**config.mk**
```make
export PLATFORM = sky130hd
export DESIGN_NAME = seg_scan_ctrl
export DESIGN_NICKNAME = d
export VERILOG_FILES = /design/src/rtl/seg_scan_ctrl.sv
export SDC_FILE = /design/constraint.sdc
export NUM_CORES = 1
export LEC_CHECK = 0
export ABC_AREA = 1
export CAP_MARGIN = 20
export CELL_PAD_IN_SITES_DETAIL_PLACEMENT = 0
export CELL_PAD_IN_SITES_GLOBAL_PLACEMENT = 1
export CORE_MARGIN = 1
export CORE_UTILIZATION = 36
export DETAILED_ROUTE_END_ITERATION = 10
export PLACE_DENSITY = 0.79
export SETUP_SLACK_MARGIN = 0.05
export SLEW_MARGIN = 30
export SYNTH_ARGS = -nofsm -noshare
export SYNTH_HDL_FRONTEND = slang
export SYNTH_SLANG_ARGS = --single-unit
```
**constraint.sdc**
```tcl
create_clock -name clk -period 1.5 [get_ports clk]
set_input_delay 0.3 -clock clk [delete_from_list [all_inputs] [get_ports clk]]
set_output_delay 0.3 -clock clk [all_outputs]
set_load 0.02 [all_outputs]
```
**src/rtl/seg_scan_ctrl.sv**
```systemverilog
// -----------------------------------------------------------------------------
// seg_scan_ctrl
//
// Four-digit seven-segment scan controller. A prescaler divides clk into a
// per-digit refresh slot of REFRESH_DIV cycles. The active-low one-hot digit
// select rotates 1110 -> 1101 -> 1011 -> 0111. A double-buffered 16-bit
// display value is committed only on frame boundaries, or at any time while
// the scan is parked, so a digit never tears mid-frame.
//
// Parameters
//   REFRESH_DIV : clock cycles each digit stays lit (>= 2)
//   DIV_W       : prescaler width, 2**DIV_W >= REFRESH_DIV
//
// Ports
//   clk        in   system clock
//   rst_n      in   asynchronous active-low reset
//   en         in   scan enable; 0 blanks the display and parks the scan
//   value_in   in   [15:0] new display value, sampled when load = 1
//   load       in   one-cycle request to update the display
//   digit_sel  out  [3:0] registered active-low digit select (1111 = off)
//   disp_val   out  [15:0] registered committed display value
//   load_ack   out  one-cycle pulse when a pending load commits
//   frame_tick out  one-cycle pulse when the scan wraps from digit 3 to 0
//
// Build option
//   SEG_LZ_BLANK_EN : when defined, digits 1..3 are forced off while the
//                     committed value has only zeros at and above them.
// -----------------------------------------------------------------------------
module seg_scan_ctrl #(
  parameter int REFRESH_DIV = 100000,
  parameter int DIV_W       = 17
) (
  input  logic        clk,
  input  logic        rst_n,
  input  logic        en,
  input  logic [15:0] value_in,
  input  logic        load,
  output logic [3:0]  digit_sel,
  output logic [15:0] disp_val,
  output logic        load_ack,
  output logic        frame_tick
);

  localparam logic [DIV_W-1:0] PRESC_TERM = DIV_W'(REFRESH_DIV - 1);

  // ST_PARK: en low (or just out of reset); the next enabled edge lights
  // digit 0 without counting, so digit 0 gets a full refresh slot.
  typedef enum logic {
    ST_PARK,
    ST_SCAN
  } state_t;

  state_t            state;
  logic [DIV_W-1:0]  presc;
  logic [1:0]        dig_idx;
  logic [15:0]       shadow;
  logic              pending;

  logic              presc_term;
  logic              slot_end;
  logic              wrap;
  logic              commit;
  logic [1:0]        idx_nxt;
  logic [3:0]        blank_mask;

  // Active-low one-hot select for a digit index.
  function automatic logic [3:0] sel_decode(input logic [1:0] idx);
    logic [3:0] sel;
    sel = 4'b1111;
    case (idx)
      2'd0:    sel = 4'b1110;
      2'd1:    sel = 4'b1101;
      2'd2:    sel = 4'b1011;
      default: sel = 4'b0111;
    endcase
    return sel;
  endfunction

  always_comb begin
    presc_term = (presc == PRESC_TERM);
    slot_end   = en && (state == ST_SCAN) && presc_term;
    wrap       = slot_end && (dig_idx == 2'd3);
    // While parked every edge is a safe commit point: nothing is lit.
    commit     = !en || wrap;
    idx_nxt    = dig_idx;
    if (slot_end) begin
      idx_nxt = dig_idx + 2'd1;
    end
  end

  // Bit k set forces digit k dark; bit 0 is never set so digit 0 always shows.
  always_comb begin
    blank_mask = 4'b0000;
`ifdef SEG_LZ_BLANK_EN
    blank_mask[1] = (disp_val[15:4]  == 12'h000);
    blank_mask[2] = (disp_val[15:8]  == 8'h00);
    blank_mask[3] = (disp_val[15:12] == 4'h0);
`endif
  end

  always_ff @(posedge clk or negedge rst_n) begin
    if (!rst_n) begin
      state      <= ST_PARK;
      presc      <= '0;
      dig_idx    <= 2'd0;
      digit_sel  <= 4'b1111;
      frame_tick <= 1'b0;
      shadow     <= 16'h0000;
      pending    <= 1'b0;
      disp_val   <= 16'h0000;
      load_ack   <= 1'b0;
    end else begin
      load_ack   <= 1'b0;
      frame_tick <= 1'b0;

      // Scan sequencing
      if (!en) begin
        state     <= ST_PARK;
        presc     <= '0;
        dig_idx   <= 2'd0;
        digit_sel <= 4'b1111;
      end else if (state == ST_PARK) begin
        state     <= ST_SCAN;
        presc     <= '0;
        dig_idx   <= 2'd0;
        digit_sel <= sel_decode(2'd0) | blank_mask;
      end else begin
        presc      <= presc_term ? '0 : presc + DIV_W'(1);
        dig_idx    <= idx_nxt;
        digit_sel  <= sel_decode(idx_nxt) | blank_mask;
        frame_tick <= wrap;
      end

      // Double buffer: commit the old shadow first, a simultaneous load
      // refills it and keeps pending set for the next commit point.
      if (commit && pending) begin
        disp_val <= shadow;
        load_ack <= 1'b1;
      end
      if (load) begin
        shadow  <= value_in;
        pending <= 1'b1;
      end else if (commit) begin
        pending <= 1'b0;
      end
    end
  end

endmodule

```
## Word-level counts from Yosys, hierarchy flattened

Index checks and enable logic that the tools add are counted.

| storage, ports and cells | value |
|---|---|
| bits in registers | 59 |
| logic and storage cells | 38 |
| input port bits | 20 |

| cells by class | value |
|---|---|
| $add $sub $neg | 2 |
| equality and inequality tests | 4 |
| mux-type cells | 15 |
| reduce and logical (&&, ||, !) cells | 8 |

Operator list:

| kind | number |
|---|---|
| 17-bit two-way mux | 3 |
| 17-bit by 1-bit adder with 17-bit output (second input constant) | 1 |
| 17-bit == test (second input constant) | 1 |
| 4-bit one-hot mux with 3 select lines | 1 |
| 4-bit two-way mux | 2 |
| 1-bit two-way mux | 6 |
| 2-bit two-way mux | 3 |
| 2-bit == test (second input constant) | 2 |
| 1-bit logical AND | 4 |
| 2-bit by 1-bit adder with 2-bit output (second input constant) | 1 |
| 2-bit by 1-bit == test with 1-bit output (second input constant) | 1 |
| 2-bit logical NOT | 1 |
| 2-bit nonzero test | 1 |
| 1-bit logical NOT | 1 |
| 1-bit logical OR | 1 |

## Depth between registers and ports, before layout

| logic depth | value |
|---|---|
| word-level depth | 7 |
| depth in mapped cells | 11 |
| gate-level depth less buffers | 11 |

## Worst setup path before layout

No wires, ideal clock.

| timing path | value |
|---|---|
| kind | reg2reg |
| start point | register presc[0] |
| end point | register presc[10] |
| required time | 1.377 ns |
| path buffers | 1 |
| stages on the path, launching flop included | 10 |
| data arrival time | 1.422 ns |
| slack | -0.045 ns |
| period minus slack after synthesis | 1.545 ns |
| cells stage by stage | dfrtp_1 ha_1 nand3_2 inv_1 nand2_1 nor2_1 nand2_1 nand2_1 buf_2 nor3b_1 |

| between the ends | value |
|---|---|
| longest elaborated chain between the ends | 4 |
| elaborated cells on any way between the ends | 5 |
| classes of those cells | 1 x add/sub; 1 x eq/ne; 3 x mux |

RTL lines:

| item | line | text |
|---|---|---|
| from (decl) | 54 | `logic [DIV_W-1:0] presc;` |
| from (signal assigned) | 128 | `presc <= presc_term ? '0 : presc + DIV_W'(1);` |
| 17-bit by 1-bit adder with 17-bit output or 17-bit == test (tied branches) | 128, 80 |  |
| 17-bit two-way mux (*) | 128 |  |
| 17-bit two-way mux (*) | 122 | `end else if (state == ST_PARK) begin` |
| 17-bit two-way mux (*) | 117 | `if (!en) begin` |

Every way passes the cells marked *; elsewhere a longest branch is shown, timed or not.
A chain may end at the register's enable or synchronous reset.

## Worst setup path in the final report

| timing path | value |
|---|---|
| start point | register presc[6] |
| end point | register disp_val[10] |

| between the ends | value |
|---|---|
| longest elaborated chain between the ends | 5 |

RTL lines:

| item | line | text |
|---|---|---|
| 17-bit == test | 80 | `presc_term = (presc == PRESC_TERM);` |
| 1-bit logical AND | 81 | `slot_end = en && (state == ST_SCAN) && presc_term;` |
| 1-bit logical AND | 82 | `wrap = slot_end && (dig_idx == 2'd3);` |
| 1-bit logical OR | 84 | `commit = !en \|\| wrap;` |
| 1-bit logical AND | 136 | `if (commit && pending) begin` |
| to (signal assigned) | 137 | `disp_val <= shadow;` |
| to (decl) | 39 | `output logic [15:0] disp_val,` |

No other way between the ends.

==> results.md <==
- The run finished, with violations left.
- The checks that failed: negative setup slack.
- After synthesis, the netlist uses 28 different library cells.
- STA classifies the critical path startpoint as a flop.
- Across the VDD grid, the largest voltage drop is 572 uV.
- The later pin in the worst-skew pair is clocked with a latency of 0.34 ns.
- Dividing the synthesized area by the synthesized cell count gives 8.81 um^2.
- The post-route fraction of the period consumed by the critical path is 102%.
- The clock tree from TritonCTS is built.
- Routability-driven placement finished with a final weighted congestion of 0.828.
- The most used cell along the critical path is sky130_fd_sc_hd__nand2_1.
- Counting I/O delays and the setup requirement, the final critical path takes 1.53 ns.
- The floorplan step set the die height to 86.1 um.
- The core region is 6830 um^2.
- The average routed wire per standard cell is 12.8 um.
- The total via count in the routed design is 2238.
- The count of maximum capacitance violations is 0.
- The end-of-flow core utilization is 56.5%.
- The type of the worst setup path is reg -> reg.
- Entering global routing, the biggest net connects 24 pins.
- The critical path arrival is 1.81 ns.
- Setup violations remaining at the end of the flow were counted as 9.
- The initial utilization of the core area, before any placement, comes to 37.3%.
- The worst slew margin relative to its limit is 77.5%.
- The HPWL after detailed placement is 3900 um.
- The via count of the first global-routing pass was 2255.
- The largest clock skew in the final design is 0.00855 ns.
- The post-synthesis cell area is 2550 um^2.
- 0 antenna diodes ended up in the layout.
- The post-placement cell area is 3350 um^2.
- The number of vias per cell after detailed routing is 4.65.
- The signal on the critical path passes through inv_1, nand2_1, nor2_1, nand2_1, nor2_4, nand4_4, nand2_8, clkbuf_16, nand3_2, nand2_1.
- The number of endpoints with negative hold slack in the final report is 0.
- The power per cell area is 994 nW/um^2.
- The area added between synthesis and finish is 51.5%.
- For this run, the register share of the synthesized area comes to 58.2%.
- At the pin with the least slew margin, the transition time is 0.337 ns.
- The number of cells on the worst reg-to-reg path is 10.
- For this run, the top clock speed supported by timing is 655 MHz.
- Clock-pin slew was measured on the worst setup and hold paths at 0.08 ns.
- The filler cells instantiated in the layout total 616.
- In the final timing run, aggregate negative setup slack is -0.118 ns.
- Summing all flip-flop and latch instances after layout gives 1480 um^2.
- In this run the number of H-tree levels came out at 3.
- The total wire length is 6170 um.
- The final routed DRC violation total is 0.
- In this run the worst hold path is classified as in -> async.
- The clock passes through at most 2 buffers.
- Data on the critical path is required at its endpoint by 1.79 ns.
- The standard-cell row count is 30.
- Synthesis inferred 59 register bits.
- Setup repair after global routing could not meet its margin everywhere.
- Counting tap cells, the placed design contains a total of 454 instances.
- The post-synthesis cell count is 289.
- The count of cells in the finished layout, fillers not included, comes to 481.
- The area occupied by multi-input gates is 1170 um^2.
- The first-pass iteration count of the detailed router is 4.
- In the global route stage, overall resource usage came out at 18.2%.
- The final-report max-slew violation count is 0.
- The setup slack after layout is -0.0266 ns.
- After routing the design area is 3860 um^2.
- The floorplan step defined a die boundary enclosing 7420 um^2.
- The number of warnings issued by yosys is 0.
- The number of clock sinks is 59.
- The number of antenna violations at the first check in global routing was 0.
- The startpoint identified for the worst register-to-register timing path is presc[6]$_DFF_PN0_.
- The die is 86.1 um wide.
- The endpoint kind of the worst setup timing path is a flop.
- The number of nets in the synthesized netlist is 311.
- In this run the clock root is driven by a sky130_fd_sc_hd__clkbuf_8.
- The first-pass GRT wire length is 10200 um.
- For this design the top-level I/O count stands at 42.
- The number of buffers inserted during clock tree synthesis is 9.
- In this design, the stage delay of the slowest critical-path cell is 0.41 ns.
- The tightest hold path in the finished design has a slack of 0.385 ns.
- The worst-path cell with the longest stage delay is sky130_fd_sc_hd__dfrtp_1.
- In this run the register-to-register setup slack is -0.03 ns.
- The endpoint of the worst-slack reg-to-reg timing path is disp_val[10]$_DFFE_PN0P_.
- After layout, the design draws a total of 3.84 mW.
- The total congestion overflow after global routing is 0.
- OpenSTA, run right after detailed placement, puts the worst setup slack at -0.223 ns.
- The static power due to leakage is 1.87 nW.
- The largest fanout on the critical path is 8.
- The total number of nets in the final design is 402.
- In the final layout, the share of cells above drive strength 1 is 33.5%.
- In this run the tool buffered the top-level ports with 41 buffer cells.
- In this run the remaining antenna-violating nets after routing total 0.
- The starting DRC count in detailed routing is 85.
[where the power goes]
group          leakage, nW  switching [mW]  internal (mW)
registers            0.752          0.0803           1.70
logic                 1.02           0.290          0.222
clock network        0.103           0.714          0.829
[sequential cells by signal (all words and copies together), names as in the netlist]
signal	count
digit_sel	4
load_ack	1
dig_idx	2
state	1
shadow	16
frame_tick	1
presc	17
disp_val	16
pending	1
[cell families after synthesis]
group,after synthesis,synth area share [%]
and+or+nand+nor,183,32.1
DFF,59,58.2
buffers and inverters,31,5.11
AOI/OAI and AO/OA,10,2.31
xor gates and xnor gates,4,1.38
adders and majority gates,2,0.982
[per-layer routing]
layer | part of all wire, % | track usage, %
met1 | 44 | 22.9
met2 | 48 | 28.9
met3 | 4.7 | 5.20
met4 | 2.9 | 8.94
met5 | 0 | 0
[final cells by class]
type | instances | area share, %
tap | 96 | 3.11
sequential | 59 | 38.4
multi-input combinational | 201 | 30.4
clock buffer | 10 | 3.57
inverter | 23 | 2.24
clock inverter | 6 | 1.88
timing repair buffer | 86 | 20.4
[worst max-delay path: cells and delay by family, from the launching register on]
family	cells	cell delay, ns
flip-flops	1	0.41
AND/OR/NAND/NOR	8	0.82
buffers and inverters	2	0.23
[repair_timing]
action,CTS,global route
hold buffers,1,0
setup endpoints to repair,57,40
resized for setup,48,38
gates cloned,1,2
pin swaps,27,15
endpoints found under the hold margin,8,0
buffers inserted,4,3
[worst max path at each step]
stage                            start                        to  slack, ns
CTS                 presc[8]$_DFF_PN0_  disp_val[11]$_DFFE_PN0P_     -0.005
floorplan           presc[5]$_DFF_PN0_  disp_val[10]$_DFFE_PN0P_       0.04
global route        presc[6]$_DFF_PN0_  disp_val[10]$_DFFE_PN0P_      -0.15
global placement                    en       presc[16]$_DFF_PN0_      -0.17
finish              presc[6]$_DFF_PN0_  disp_val[10]$_DFFE_PN0P_      -0.03
detailed placement                  en       presc[16]$_DFF_PN0_      -0.22
[cell usage after synthesis]
master,instances,area [um^2]
sky130_fd_sc_hd__nor3b_2,1,12.5
sky130_fd_sc_hd__nor2_1,22,82.6
sky130_fd_sc_hd__nand3_2,1,10.0
sky130_fd_sc_hd__a21oi_1,5,25.0
sky130_fd_sc_hd__inv_1,21,78.8
sky130_fd_sc_hd__clkinv_1,1,3.75
sky130_fd_sc_hd__nand4_4,1,21.3
sky130_fd_sc_hd__a31o_2,1,8.76
sky130_fd_sc_hd__buf_2,2,10.0
sky130_fd_sc_hd__buf_6,1,11.3
sky130_fd_sc_hd__dfrtp_1,55,1380
sky130_fd_sc_hd__o21bai_1,1,7.51
sky130_fd_sc_hd__nor3b_1,4,30.0
sky130_fd_sc_hd__ha_1,2,25.0
sky130_fd_sc_hd__buf_4,1,7.51
sky130_fd_sc_hd__dfstp_2,4,105
sky130_fd_sc_hd__nor2_2,4,25.0
sky130_fd_sc_hd__a31oi_1,2,12.5
sky130_fd_sc_hd__clkbuf_1,4,15.0
sky130_fd_sc_hd__o21ai_0,1,5.00
sky130_fd_sc_hd__nand3_1,23,115
sky130_fd_sc_hd__inv_2,1,3.75
sky130_fd_sc_hd__nand2_1,112,420
sky130_fd_sc_hd__xor2_1,4,35.0
sky130_fd_sc_hd__nor3_1,7,35.0
sky130_fd_sc_hd__nor2_4,1,11.3
sky130_fd_sc_hd__nand4_1,5,31.3
sky130_fd_sc_hd__nand2_4,2,22.5
[cell usage in the layout, fill, tap and decap left out, types with 3 or more instances in the layout]
master                            synthesis  layout
sky130_fd_sc_hd__nor2_4                   1       6
sky130_fd_sc_hd__nand2_2                  0      10
sky130_fd_sc_hd__nor3_1                   7       5
sky130_fd_sc_hd__nor2_2                   4       9
sky130_fd_sc_hd__nand2_1                112     101
sky130_fd_sc_hd__nand4_1                  5       5
sky130_fd_sc_hd__nand2_4                  2       3
sky130_fd_sc_hd__inv_2                    1       4
sky130_fd_sc_hd__a21oi_1                  5       5
sky130_fd_sc_hd__nor2_1                  22      12
sky130_fd_sc_hd__nor3b_2                  1       3
sky130_fd_sc_hd__dlygate4sd2_1            0      18
sky130_fd_sc_hd__dfrtp_1                 55      55
sky130_fd_sc_hd__clkbuf_8                 0      10
sky130_fd_sc_hd__buf_12                   0       3
sky130_fd_sc_hd__dfstp_2                  4       4
sky130_fd_sc_hd__buf_4                    1      37
sky130_fd_sc_hd__nand3_1                 23       6
sky130_fd_sc_hd__clkdlybuf4s50_1          0      18
sky130_fd_sc_hd__nand3_2                  1      17
sky130_fd_sc_hd__buf_6                    1       3
sky130_fd_sc_hd__xor2_1                   4       4
sky130_fd_sc_hd__inv_1                   21      18
sky130_fd_sc_hd__clkdlybuf4s15_2          0       3
(Power assumes the default switching activity.)
